## config.mk

```make
export PLATFORM = sky130hd
export DESIGN_NAME = lq_stq_rot_ctl_flat
export DESIGN_NICKNAME = d
export VERILOG_FILES = /design/src/rtl/lq_stq_rot_ctl_if.sv /design/src/rtl/lq_stq_rot_ctl.sv /design/src/flat_wrapper.sv
export SDC_FILE = /design/constraint.sdc
export NUM_CORES = 1
export LEC_CHECK = 0
export CORE_ASPECT_RATIO = 1.4
export CORE_MARGIN = 2
export CORE_UTILIZATION = 30
export CTS_BUF_LIST = sky130_fd_sc_hd__clkbuf_2 sky130_fd_sc_hd__clkbuf_4 sky130_fd_sc_hd__clkbuf_8
export DETAILED_ROUTE_END_ITERATION = 10
export DONT_BUFFER_PORTS = 1
export MAX_ROUTING_LAYER = met4
export SYNTH_ARGS = -nofsm -noshare
export SYNTH_HDL_FRONTEND = slang
export SYNTH_SLANG_ARGS = --single-unit
export TNS_END_PERCENT = 30
```

## constraint.sdc

```tcl
create_clock -name clk -period 1.8 [get_ports clk]
set_input_delay 0.36 -clock clk [delete_from_list [all_inputs] [get_ports clk]]
set_output_delay 0.36 -clock clk [all_outputs]
set_load 0.03 [all_outputs]
```

## src/rtl/lq_stq_rot_ctl_if.sv

```systemverilog
// Requester, rotator and result signals of the load/store rotator control.
// master = controller side, slave = requesters/rotator/consumer side.
interface lq_stq_rot_ctl_if;
    logic       req0_val;
    logic       req0_rdy;
    logic [1:0] req0_off;
    logic [1:0] req0_size;
    logic       req0_se;
    logic [7:0] req0_data;
    logic       req1_val;
    logic       req1_rdy;
    logic [1:0] req1_off;
    logic [1:0] req1_size;
    logic       req1_se;
    logic [7:0] req1_data;
    logic [3:0] rot_sel;
    logic [3:0] rot_mask;
    logic       rot_se_b;
    logic [7:0] rot_data;
    logic [7:0] data_rot;
    logic       res_val;
    logic       res_rdy;
    logic [7:0] res_data;
    logic       res_tag;

    modport master (
        input  req0_val, req0_off, req0_size, req0_se, req0_data,
        input  req1_val, req1_off, req1_size, req1_se, req1_data,
        input  data_rot, res_rdy,
        output req0_rdy, req1_rdy,
        output rot_sel, rot_mask, rot_se_b, rot_data,
        output res_val, res_data, res_tag
    );

    modport slave (
        output req0_val, req0_off, req0_size, req0_se, req0_data,
        output req1_val, req1_off, req1_size, req1_se, req1_data,
        output data_rot, res_rdy,
        input  req0_rdy, req1_rdy,
        input  rot_sel, rot_mask, rot_se_b, rot_data,
        input  res_val, res_data, res_tag
    );
endinterface

```

## src/rtl/lq_stq_rot_ctl.sv

```systemverilog
// Two-requester issue/result pipeline driving an external data rotator.
// Define LQ_STQ_ROT_RR_EN for round-robin arbitration (else req0 priority).
module lq_stq_rot_ctl (
    input  logic              clk,
    input  logic              rst_b,
    input  logic              flush,
    lq_stq_rot_ctl_if.master  io
);

    typedef struct packed {
        logic [1:0] off;
        logic [1:0] size;
        logic       se;
        logic [7:0] data;
        logic       tag;
    } op_t;

    logic       is_val;
    op_t        is_q;
    op_t        op_d;
    logic       rs_val;
    logic [7:0] rs_data;
    logic       rs_tag;
    logic       rs_acc;
    logic       is_adv;
    logic       is_free;
    logic       pick1;
    logic       acc0;
    logic       acc1;

`ifdef LQ_STQ_ROT_RR_EN
    logic gnt_q;

    // gnt_q=1 favours requester 1 when both are valid
    always_comb pick1 = io.req1_val & (~io.req0_val | gnt_q);

    always_ff @(posedge clk or negedge rst_b) begin
        if (!rst_b)
            gnt_q <= 1'b0;
        else if (acc0 | acc1)
            gnt_q <= acc0;
    end
`else
    always_comb pick1 = io.req1_val & ~io.req0_val;
`endif

    assign rs_acc  = rs_val & io.res_rdy;
    assign is_adv  = is_val & (~rs_val | io.res_rdy);
    assign is_free = ~is_val | is_adv;
    assign acc0    = rst_b & ~flush & is_free & io.req0_val & ~pick1;
    assign acc1    = rst_b & ~flush & is_free & pick1;

    always_comb begin
        op_d = is_q;
        if (acc1) begin
            op_d.off  = io.req1_off;
            op_d.size = io.req1_size;
            op_d.se   = io.req1_se;
            op_d.data = io.req1_data;
            op_d.tag  = 1'b1;
        end else if (acc0) begin
            op_d.off  = io.req0_off;
            op_d.size = io.req0_size;
            op_d.se   = io.req0_se;
            op_d.data = io.req0_data;
            op_d.tag  = 1'b0;
        end
    end

    always_ff @(posedge clk or negedge rst_b) begin
        if (!rst_b) begin
            is_val  <= 1'b0;
            is_q    <= '0;
            rs_val  <= 1'b0;
            rs_data <= 8'h00;
            rs_tag  <= 1'b0;
        end else if (flush) begin
            is_val <= 1'b0;
            rs_val <= 1'b0;
        end else begin
            if (is_adv) begin
                rs_val  <= 1'b1;
                rs_data <= io.data_rot;
                rs_tag  <= is_q.tag;
            end else if (rs_acc) begin
                rs_val <= 1'b0;
            end
            if (acc0 | acc1) begin
                is_val <= 1'b1;
                is_q   <= op_d;
            end else if (is_adv) begin
                is_val <= 1'b0;
            end
        end
    end

    assign io.req0_rdy = acc0;
    assign io.req1_rdy = acc1;
    assign io.rot_sel  = is_val ? (4'b1000 >> is_q.off) : 4'b0000;
    assign io.rot_mask = is_val ? (4'b0001 << is_q.size) : 4'b0000;
    assign io.rot_se_b = ~(is_val & is_q.se);
    assign io.rot_data = is_val ? is_q.data : 8'h00;
    assign io.res_val  = rs_val;
    assign io.res_data = rs_data;
    assign io.res_tag  = rs_tag;

endmodule

```

## src/flat_wrapper.sv

```systemverilog
// flat-port wrapper written by rule: the top's interface ports become plain ports
module lq_stq_rot_ctl_flat 
  (clk, rst_b, flush, io_req0_val, io_req0_off, io_req0_size, io_req0_se, io_req0_data, io_req1_val, io_req1_off, io_req1_size, io_req1_se, io_req1_data, io_data_rot, io_res_rdy, io_req0_rdy, io_req1_rdy, io_rot_sel, io_rot_mask, io_rot_se_b, io_rot_data, io_res_val, io_res_data, io_res_tag);
  lq_stq_rot_ctl_if io_i ();
  input  logic clk;
  input  logic rst_b;
  input  logic flush;
  input wire logic [$bits(io_i.req0_val)-1:0] io_req0_val;
  input wire logic [$bits(io_i.req0_off)-1:0] io_req0_off;
  input wire logic [$bits(io_i.req0_size)-1:0] io_req0_size;
  input wire logic [$bits(io_i.req0_se)-1:0] io_req0_se;
  input wire logic [$bits(io_i.req0_data)-1:0] io_req0_data;
  input wire logic [$bits(io_i.req1_val)-1:0] io_req1_val;
  input wire logic [$bits(io_i.req1_off)-1:0] io_req1_off;
  input wire logic [$bits(io_i.req1_size)-1:0] io_req1_size;
  input wire logic [$bits(io_i.req1_se)-1:0] io_req1_se;
  input wire logic [$bits(io_i.req1_data)-1:0] io_req1_data;
  input wire logic [$bits(io_i.data_rot)-1:0] io_data_rot;
  input wire logic [$bits(io_i.res_rdy)-1:0] io_res_rdy;
  output wire logic [$bits(io_i.req0_rdy)-1:0] io_req0_rdy;
  output wire logic [$bits(io_i.req1_rdy)-1:0] io_req1_rdy;
  output wire logic [$bits(io_i.rot_sel)-1:0] io_rot_sel;
  output wire logic [$bits(io_i.rot_mask)-1:0] io_rot_mask;
  output wire logic [$bits(io_i.rot_se_b)-1:0] io_rot_se_b;
  output wire logic [$bits(io_i.rot_data)-1:0] io_rot_data;
  output wire logic [$bits(io_i.res_val)-1:0] io_res_val;
  output wire logic [$bits(io_i.res_data)-1:0] io_res_data;
  output wire logic [$bits(io_i.res_tag)-1:0] io_res_tag;
  assign io_i.req0_val = io_req0_val;
  assign io_i.req0_off = io_req0_off;
  assign io_i.req0_size = io_req0_size;
  assign io_i.req0_se = io_req0_se;
  assign io_i.req0_data = io_req0_data;
  assign io_i.req1_val = io_req1_val;
  assign io_i.req1_off = io_req1_off;
  assign io_i.req1_size = io_req1_size;
  assign io_i.req1_se = io_req1_se;
  assign io_i.req1_data = io_req1_data;
  assign io_i.data_rot = io_data_rot;
  assign io_i.res_rdy = io_res_rdy;
  assign io_req0_rdy = io_i.req0_rdy;
  assign io_req1_rdy = io_i.req1_rdy;
  assign io_rot_sel = io_i.rot_sel;
  assign io_rot_mask = io_i.rot_mask;
  assign io_rot_se_b = io_i.rot_se_b;
  assign io_rot_data = io_i.rot_data;
  assign io_res_val = io_i.res_val;
  assign io_res_data = io_i.res_data;
  assign io_res_tag = io_i.res_tag;
  lq_stq_rot_ctl u_core (.clk(clk), .rst_b(rst_b), .flush(flush), .io(io_i));
endmodule
```

==> summary.txt <==
=====================================================================================================
Run status ............................................................................. finished, final reports clean
Proportion of layout cells with a drive suffix above 1 .................................        25.8%
Final weighted congestion in routability-driven placement ..............................        0.734
Type of the setup path with the least slack ............................................   reg -> out
Vias per Instance ......................................................................         5.61
Total vias in the final route ..........................................................          926
Die area ...............................................................................    4910 um^2
Number of setup buffers added after CTS ................................................            0
Number of max-slew violations in the final report ......................................            0
Synthesized-area fraction occupied by ao, oa, aoi and oai cells ........................        18.4%
Top area cells in the synthesized netlist .............................................. sky130_fd_sc_hd__dfrtp_1 (48%), sky130_fd_sc_hd__mux2_4 (10%), sky130_fd_sc_hd__o2bb2ai_1 (7.4%), sky130_fd_sc_hd__a22oi_1 (6.3%), sky130_fd_sc_hd__and2_1 (4.3%)
Final Hold Viols .......................................................................            0
Number of cells traversed by the worst hold path .......................................            1
Leftover overflow at the end of global routing .........................................            0
Final cell count without fillers .......................................................          165
Netlist Area Pre-Place .................................................................    1310 um^2
XOR/XNOR Fraction of Synth Area ........................................................           0%
Post-synthesis net count ...............................................................          151
TritonCTS clock tree ...................................................................         done
Leakage ................................................................................     0.652 nW
Number of design rule violations left after detail routing .............................            0
Area of the core .......................................................................    4200 um^2
Post-route minimum period ..............................................................      1.65 ns
Basic-gate share of the synthesized area counting and, or, nand and nor cells ..........        18.0%
Fin util ...............................................................................        34.8%
Endpoint type of the worst setup path ..................................................   output pin
Worst setup slack after placement ......................................................     0.376 ns
Relative slew slack ....................................................................        27.4%
Synth top cells by count ............................................................... sky130_fd_sc_hd__dfrtp_1 (25), sky130_fd_sc_hd__a22oi_1 (11), sky130_fd_sc_hd__o2bb2ai_1 (11)
Share of flip-flops with an asynchronous set or reset ..................................         100%
Max-cap viol count .....................................................................            0
Number of instances in the placed design ...............................................          160
Clock network latency to the later pin of the worst-skew pair ..........................      0.26 ns
Count of nets left with antenna violations after detail routing ........................            0
Power, Total ...........................................................................      1.45 mW
Count of inserted antenna diode cells ..................................................            0
Overall Global Routing Usage ...........................................................        12.4%
Detailed-routing iteration count for the pre-antenna-repair pass .......................            4
Critical path required time ............................................................      1.44 ns
Average wire per standard cell .........................................................      18.4 um
Leading register cell type out of synthesis ............................................ sky130_fd_sc_hd__dfrtp_1
Pin count of the biggest net entering global routing ...................................           26
Worst stage delay on the critical path .................................................      0.44 ns
Reg-to-reg endpoint .................................................................... u_core.io.res_data[7]$_DFFE_PN0P_
Clock root buffer master ............................................................... sky130_fd_sc_hd__clkbuf_8
Hold path endpoint ..................................................................... u_core.is_val$_DFFE_PN0P_
Number of antenna violations at the first check in global routing ......................            0
Worst setup slack after layout .........................................................     0.148 ns
Synth Instances ........................................................................          111
Number of buffer cells added on primary ports ..........................................            0
Area of placed instances ...............................................................    1400 um^2
Count of flip-flops with a built-in enable after synthesis .............................            0
Number of primary I/O pins .............................................................           69
H-tree levels ..........................................................................            1
Setup TNS after final layout ...........................................................         0 ns
Kind of cell adding the most delay to the critical path ................................   flip-flops
Pin slew with the least headroom to its limit ..........................................      1.09 ns
Final worst clock skew .................................................................   0.00306 ns
Fmax ...................................................................................      605 MHz
Critical-path cell with the highest stage delay ........................................ sky130_fd_sc_hd__dfrtp_1
RSZ-0062 raised after global routing ...................................................           no
Total wirelength of the detailed-routed design .........................................      3030 um
Syn-to-layout area delta ...............................................................        11.8%
Cell area after layout .................................................................    1460 um^2
Final layout net count .................................................................          161
Clock edge transition at the registers on the reported setup and hold paths ............      0.08 ns
Share of the synthesized area in the top cell type .....................................        47.8%
Number of warnings issued by yosys .....................................................            0
TritonCTS Sinks ........................................................................           25
Dominant combinational cell family by area after synthesis ............................. compound AO/OA/AOI/OAI gates
Register-to-Register Path Depth ........................................................            4
Core Rows ..............................................................................           28
Num CTS Buffers ........................................................................            3
Via count of the first global-routing pass .............................................          888
Mux cell area share after synthesis ....................................................        10.3%
Data arrival time of the critical path .................................................      1.29 ns
Areal power density over the cells .....................................................  994 nW/um^2
Mean cell area of the mapped netlist ...................................................    11.8 um^2
Launch instance of the worst min-delay path ............................................        flush
Most area-hungry cell type in the Yosys netlist ........................................ sky130_fd_sc_hd__dfrtp_1
Most used standard cell by instance count after synthesis .............................. sky130_fd_sc_hd__dfrtp_1
Drt initial violations .................................................................           17
HPWL reported at the end of detailed placement .........................................      2260 um
FF-to-FF Start ......................................................................... u_core.io.res_val$_DFFE_PN0P_
Critical Path Source Type ..............................................................         flop
Initial Util ...........................................................................        31.1%
Deepest clock path buffer count ........................................................            2
# setup viols final ....................................................................            0
Most frequent cell on the critical path ................................................ sky130_fd_sc_hd__buf_4
Post-synth cell types ..................................................................           27
Sequential cell area fraction in the yosys report ......................................        47.8%
Cell chain of the critical path ........................................................ buf_4 > nor3b_1 > buf_4
Worst setup slack for register-to-register paths .......................................      0.42 ns
Worst hold slack across all endpoints ..................................................     0.148 ns
Share of the cycle needed by the critical path after routing ...........................        91.8%
Post-synthesis share of cell area spent on full adders, half adders and majority gates .           0%
Chip width .............................................................................      59.8 um
HP Class ...............................................................................    in -> reg
Height of the die ......................................................................      82.1 um
Buf+Inv Stages, Crit Path ..............................................................            2
Max VDD drop ...........................................................................   0.000262 V
CP Max Fanout ..........................................................................           12
Synth Register Bits ....................................................................           25
Wire length of the first global-routing pass ...........................................      4400 um
=====================================================================================================
==> registers in the layout (all words and copies together) (netlist names) <==
| signal | flops |
|---|---|
| u_core.io.res_tag | 1 |
| u_core.io.res_val | 1 |
| u_core.is_val | 1 |
| u_core.is_q | 14 |
| u_core.io.res_data | 8 |
==> where the power goes <==
group,internal (mW),switching (mW)
Sequential,0.664,0.177
Combinational,0.148,0.130
Clock,0.173,0.161
Total,0.984,0.469
==> worst max path at each step <==
| stage | startpoint | endpoint | slack, ns | depth (start not counted) |
|---|---|---|---|---|
| 2_1_floorplan | u_core.io.res_val$_DFFE_PN0P_ | io_req1_rdy | 0.20 | 3 |
| 3_3_place_gp | rst_b | io_req0_rdy | 0.38 | 3 |
| 3_5_place_dp | rst_b | io_req0_rdy | 0.38 | 3 |
| 4_1_cts | u_core.is_val$_DFFE_PN0P_ | io_rot_mask[0] | 0.13 | 3 |
| 5_1_grt | u_core.is_val$_DFFE_PN0P_ | io_rot_mask[0] | 0.03 | 3 |
| 6_report | u_core.is_val$_DFFE_PN0P_ | io_rot_mask[0] | 0.15 | 3 |
==> cell families (layout without fill, tap and decap cells) <==
kind of cell / count (synthesis) / after routing
flops: 25 / 25
buf+inv: 11 / 20
simple gates: 36 / 36
compound gates: 30 / 30
mux: 9 / 9
==> cells in the final DEF, fill, tap and decap left out, drive strengths merged <==
master,n
dfrtp,25
buf,13
a22oi,11
o2bb2ai,11
and2,9
mux2,9
nor2,6
nor3b,6
nand2,5
clkbuf,4
and3,3
o211ai,3
inv,2
nand4,2
a41oi,2
nor2b,2
and3b,1
nand3b,1
and2b,1
o21ai,1
a21oi,1
a31oi,1
dlygate4sd3,1
==> worst register-to-register path: cells and delay by family (launching register included) <==
| family | cells | cell delay (ns) |
|---|---|---|
| mux | 1 | 0.32 |
| flops | 1 | 0.43 |
| simple gates | 2 | 0.30 |
| buf+inv | 1 | 0.23 |
==> what timing repair did <==
action | 4_1_cts | 5_1_grt
gates resized for setup | 0 | 0
hold buffers | 1 | 0
hold endpoints to repair | 25 | 0
==> metal layers <==
| metal | track usage [%] | wire [um] | vias up |
|---|---|---|---|
| met1 | 15.2 | 1280 | 449 |
| met2 | 20.1 | 1470 | 48 |
| li1 | - | - | 427 |
| met3 | 2.80 | 244 | 2 |
| met5 | - | 0 | - |
| met4 | 4.00 | 33 | 0 |
==> layout make-up <==
| cell class | instances | area, um^2 |
|---|---|---|
| Sequential cell | 25 | 626 |
| Multi-Input combinational cell | 75 | 616 |
| Inverter | 2 | 7.51 |
| Tap cell | 45 | 56.3 |
| Fill cell | 420 | 2740 |
| Clock buffer | 4 | 48.8 |
| Timing Repair Buffer | 14 | 108 |
(Power assumes the default switching activity.)
